File: src/rtl/regfile_multiport.sv
// Multi-port register file: one synchronous write port, NUM_RD combinational read ports,
// same-cycle write-to-read bypass and an optional hardwired zero register at DEPTH-1.
module regfile_multiport #(
  parameter int WIDTH    = 64,
  parameter int ADDR_W   = 5,
  parameter int NUM_RD   = 2,
  parameter int ZERO_REG = 1,
  parameter int BYPASS   = 1
) (
  input  logic                      clk,
  input  logic                      reset,
  input  logic                      RegWrite,
  input  logic [ADDR_W-1:0]         WriteRegister,
  input  logic [WIDTH-1:0]          WriteData,
  input  logic [NUM_RD*ADDR_W-1:0]  ReadRegister,
  output logic [NUM_RD*WIDTH-1:0]   ReadData
);

  localparam int                DEPTH    = 2 ** ADDR_W;
  localparam logic [ADDR_W-1:0] XZR_ADDR = '1;
  localparam bit                HAS_XZR  = (ZERO_REG != 0);
  localparam bit                HAS_BYP  = (BYPASS != 0);

  if (ADDR_W < 1) begin : g_bad_addr_w
    $error("regfile_multiport: ADDR_W must be >= 1 so that DEPTH >= 2");
  end
  if (NUM_RD < 1) begin : g_bad_num_rd
    $error("regfile_multiport: NUM_RD must be >= 1");
  end
  if (WIDTH < 1) begin : g_bad_width
    $error("regfile_multiport: WIDTH must be >= 1");
  end

  logic [WIDTH-1:0] regs [DEPTH];
  logic             write_zero;
  logic             wr_en;

  // Writes aimed at the zero register are dropped before they reach storage.
  assign write_zero = HAS_XZR && (WriteRegister == XZR_ADDR);
  assign wr_en      = RegWrite && !write_zero;

  for (genvar e = 0; e < DEPTH; e++) begin : g_entry
    logic entry_we;
    assign entry_we = wr_en && (WriteRegister == ADDR_W'(e));

    // NOTE: every entry is reset here because the register file must read back
    // zero after reset; an unreset RAM macro would expose power-up garbage.
    always_ff @(posedge clk or posedge reset) begin
      if (reset) begin
        regs[e] <= '0;
      end else if (entry_we) begin
        // NOTE: state updates use non-blocking assignment so all flops sample
        // pre-edge values and simulation matches the synthesized hardware.
        regs[e] <= WriteData;
      end
    end
  end

  for (genvar p = 0; p < NUM_RD; p++) begin : g_read
    logic [ADDR_W-1:0] addr;
    logic [WIDTH-1:0]  rd_data;
    logic              is_zero;
    logic              byp_hit;

    assign addr    = ReadRegister[p*ADDR_W +: ADDR_W];
    assign is_zero = HAS_XZR && (addr == XZR_ADDR);
    assign byp_hit = HAS_BYP && RegWrite && !reset && (WriteRegister == addr);

    // Priority: reset, zero register, bypass, stored value.
    always_comb begin
      // NOTE: the default assignment first keeps this block free of inferred latches.
      rd_data = '0;
      if (reset || is_zero) begin
        rd_data = '0;
      end else if (byp_hit) begin
        rd_data = WriteData;
      end else begin
        rd_data = regs[addr];
      end
    end

    assign ReadData[p*WIDTH +: WIDTH] = rd_data;
  end

endmodule

File: config.mk
export PLATFORM = sky130hd
export DESIGN_NAME = regfile_multiport
export DESIGN_NICKNAME = d
export VERILOG_FILES = /design/src/rtl/regfile_multiport.sv
export SDC_FILE = /design/constraint.sdc
export NUM_CORES = 2
export LEC_CHECK = 0
export CORE_MARGIN = 2
export CORE_UTILIZATION = 55
export CTS_CLUSTER_SIZE = 20
export DETAILED_ROUTE_END_ITERATION = 10
export PLACE_DENSITY_LB_ADDON = 0.25
export SYNTH_ARGS = -nofsm -noshare
export SYNTH_HDL_FRONTEND = slang
export SYNTH_SLANG_ARGS = --single-unit
File: constraint.sdc
create_clock -name clk -period 94.7 [get_ports clk]
set_input_delay 18.94 -clock clk [delete_from_list [all_inputs] [get_ports clk]]
set_output_delay 18.94 -clock clk [all_outputs]
set_load 0.05 [all_outputs]
; ---- Word level (Yosys, flattened, before mapping)
; Index checks and enable logic that the tools add are counted.
[classes]
addsub = 0
mul = 0
n_div = 0
n_lt_le_gt_ge = 2
eq_ne = 35
n_shift = 0
mux = 10
bitwise = 2
reduce_logical = 41
[ops]
columns = op, n
row1 = $bmux W64 S5, 2
row2 = $mux W64, 8
row3 = $eq A5 B5 Y1 const B, 18
row4 = $eq A5 B4 Y1 const B, 8
row5 = $logic_and A1 B1 Y1, 36
row6 = $eq A5 B3 Y1 const B, 4
row7 = $ge A6 B6 Y1 const B, 2
row8 = $not A5 Y6, 2
row9 = $eq A5 B2 Y1 const B, 2
row10 = $eq A5 B5 Y1, 2
row11 = $eq A5 B1 Y1 const B, 1
row12 = $logic_not A5 Y1, 1
row13 = $logic_not A1 Y1, 2
row14 = $logic_or A1 B1 Y1, 2
[word_totals]
register_bits = 2048
latch_bits = 0
ramBits = 0
mem_bits_ro = 0
input_bits = 82
out_inout_bits = 128
elab_cells = 122
mem_count = 0

; ---- Depth between registers and ports, before layout
[depth]
depth_word = 6
mapped_depth = 10
depth_no_buf = 5

; ---- Least setup slack after synthesis
; Ideal clock, no wire load.
[synth_path]
kind = input port to output port
startpoint = in reset
endpoint = out ReadData[126]
arrival_time_ns = 70.723
required_time_ns = 75.760
slack_ns = 5.037
stages = 5
n_path_buf = 0
cell_sequence = inv_1 o41ai_2 a21oi_1 o311ai_0 o31ai_1
[synth_via]
elab_chain_len = 5
word_cells_on_any_way = 6
classes_between = 2 x mux / 4 x reduce/logical
[synth_lines]
columns = item, line
row1 = from (decl), 11  ; input logic reset,
row2 = $logic_not A1 Y1, 67  ; assign byp_hit = HAS_BYP && RegWrite && !reset && (WriteRegister == addr);
row3 = $logic_and A1 B1 Y1 (2 in series), 67
row4 = $mux W64, 75  ; end else if (byp_hit) begin
row5 = $mux W64 (*), 73  ; if (reset || is_zero) begin
row6 = to (decl), 16  ; output logic [NUM_RD*WIDTH-1:0] ReadData
; Every way passes the cells marked *; elsewhere a longest branch is shown, timed or not.

; ---- Worst setup path after layout
[layout_path]
startpoint = in ReadRegister[0]
endpoint = out ReadData[37]
[layout_via]
elab_chain_len = 6
word_cells_on_any_way = 10
classes_between = 2 x eq/ne / 5 x mux / 1 x bitwise / 2 x reduce/logical
[layout_lines]
columns = item, line
row1 = from (decl), 15  ; input logic [NUM_RD*ADDR_W-1:0] ReadRegister,
row2 = $not A5 Y6 (not written as such), 78  ; rd_data = regs[addr];
row3 = $bmux W64 S5, 78
row4 = $mux W64 (not written as such) (2 in series), 78
row5 = $mux W64, 75
row6 = $mux W64 (*), 73
; Every way passes the cells marked *; elsewhere a longest branch is shown, timed or not. The select of a mux whose other input is x is not followed.

==> out/results.ini <==
[finish]
largest_reg_flops=2048
area_delta_synth_final_pct=10.1
reg.largest.list=regs: 2048 flops
fillers=14800
top_register=regs
post-route-util_pct=60.8
layout-drive-gt1-share_pct=47.8
final_nets=7249

[drt]
routed-via-count=72400
wl_um=357000
drt_iter0_drc=8033
postRouteAntennaNets=0
wl_per_cell_um=35.6
firstDrtPassIters=8
via_per_inst=7.23
drc=0

[critical_path]
cp_max_fo=88
timing.critical_path.arrival_ns=24.44
max_stage_delay_ns=0.79
end_kind=primary output
crit_slowest_cell=buf_4
cp.required_ns=75.76
worstPathCellList=buf_8 -> buf_4 -> buf_4 -> buf_12 -> buf_4 -> mux4_2 -> a211oi_1 -> o21ai_0 -> a32o_1 -> clkdlybuf4s50_1
crit_top_cell=buf_4
worstSetupPathType=in2out
start_kind=input pin

[timing]
finalHoldViolations=0
min_period_ns=43.38
finClkSkew_ns=0
period_share_pct=45.8
worst_slew_pin_slew_ns=1.52
setup_viol=0
worst_slack_ns=51.32
setup_tns_ns=0
max_slew_margin_pct=-1.56
timing.fmax_mhz=23.1
rsz0062_at_grt=no
finalMaxSlewViolations=6

[synth]
synthCells=7384
synth_common_cells=dfrtp_1, mux2_2, mux4_2
async_reset_ff_share_pct=100
synth.most_common_cell=dfrtp_1
synth.top_cells.by_area=dfrtp_1, mux2_2, mux4_2, mux2i_1, buf_2
ys_ff_latch=2048
synth_edf_count=0
syn_area_um2=110000
synth.avg_cell_area_um2=14.9
synth_seq_area_share_pct=46.6
yosysTopAreaCellShare_pct=46.6
yosys_warnings=0
synth_top_area_cell=dfrtp_1
syn-num-nets=7466
synth_top_flop_cell=dfrtp_1
synth_cell_types=66

[power_and_ir_drop]
p_int_mw=1.89
clkPwrFrac_pct=34.7
p_per_area_nw_per_um2=21.6
p_leak_nw=52.3
swShare_pct=27.6
seqPwrFrac_pct=44.6
combPwrFrac_pct=20.7
ir_drop_uv=20.9
p_switching_uw=722

[global_routing]
overflow=0
grt_use_met1_pct=46.9
grt_use_met3_pct=6.60
grt_pass1_wl_um=520000
grt.total_usage_pct=35.0
grt_pass1_vias=73500
grt_max_degree=184
gr-usage-met2_pct=54.7
grt_antenna_before_repair=19
top_usage_layer=met2

[floorplanning]
floorplan.initialDensity_pct=55.2
dieArea_um2=204000
rows=164
ioPinCount=210
fp.coreArea_um2=199000
die_h_um=451
die_x_um=451

[placed_design]
dp_hpwl_um=197000
io_buffers=209
gp_congestion=0.827
dp_worst_setup_slack_ns=51.32

[clock_network]
ctsResizeCount=0
clock-sinks=2048
cts_setup_buffers=0
cts-hold-fix-buffers=0
clk_latency_ns=0.87
clockBufferDepth=3
cts_buffers=215
htreeDepth=4
cts_root_buf=clkbuf_16
cts_tree=built
clk_pin_slew_ns=0.06

[outcome]
violations=max-capacitance violations, max-slew violations
status=finished, violations left

[run]
drv_cap=2

[min_path]
hp-class=reg2reg

## cell usage in the layout, fill, tap and decap left out, drive strengths merged, types with 138 or more instances in the layout
master,instances
dfrtp,2048
mux2,2015
mux4,907
mux2i,512
clkbuf,314
buf,221
clkdlybuf4s50,199
a21oi,191
nand2,164
o21ai,138
## worst max-delay path: cells and delay by family
kind,cells,cell delay [ns]
buffers and inverters,6,3.80
AO/OA/AOI/OAI,3,0.85
multiplexers,1,0.60
## power by group through the flow
stage	registers [mW]	logic [mW]	clock network (mW)
after floorplan	1.14	0.430	0
after global placement	1.16	0.523	0
after detailed placement	1.17	0.537	0
after CTS	1.16	0.540	0.914
after global routing	1.18	0.573	0.950
final	1.17	0.540	0.907
## per-layer routing
metal | routed length [µm] | share of wire [%] | up-vias
met1 | 136000 | 38 | 39100
met5 | 71 | 0.020 | -
met4 | 22100 | 6.2 | 10
met2 | 167000 | 47 | 4051
met3 | 32100 | 9.0 | 1055
li1 | - | - | 28200
## stage by stage
step           cell area, µm²  std cells  total power, mW  hold WS [ns]
6_report               121000      10000             2.61         0.398
5_1_grt                121000      10000             2.71         0.410
4_1_cts                121000      10000             2.61         0.399
3_5_place_dp           114000       9606             1.71         0.385
3_3_place_gp           113000       9605             1.68         0.378
2_1_floorplan          110000       7384             1.57         0.440
## path summary, 6_finish.rpt
path | startpoint | endpoint | slack, ns | cells past startpoint
hold reg to reg | regs[56] | regs[56] | 0.40 | 0
setup / recovery | ReadRegister[0] | ReadData[37] | 51.32 | 10
setup reg to reg | regs[1802] | regs[1802] | 93.88 | 1
max in group asynchronous | reset | regs[352] | 71.72 | 6
hold / removal | regs[56] | regs[56] | 0.40 | 0
min in group asynchronous | reset | regs[1727] | 18.81 | 2
## cell type report
class / instances / area [µm²] / area share [%]
multi-input cells: 4478 / 55100 / 45.5
flip-flops and latches: 2048 / 51200 / 42.3
clock buffers: 314 / 6390 / 5.28
repair buffers: 420 / 3830 / 3.17
well taps: 2656 / 3320 / 2.74
clock inverters: 88 / 1180 / 0.974
inverters: 4 / 37.5 / 0.0310
diodes: 7 / 17.5 / 0.0145
## cells by family after synthesis
kind of cell / synth area share (%)
AOI/OAI and AO/OA: 4.53
xor gates and xnor gates: 0.0796
buffers and inverters: 3.64
DFF: 46.6
muxes: 43.9
and+or+nand+nor: 1.22
No activity file was read; power rests on OpenSTA's default activity.
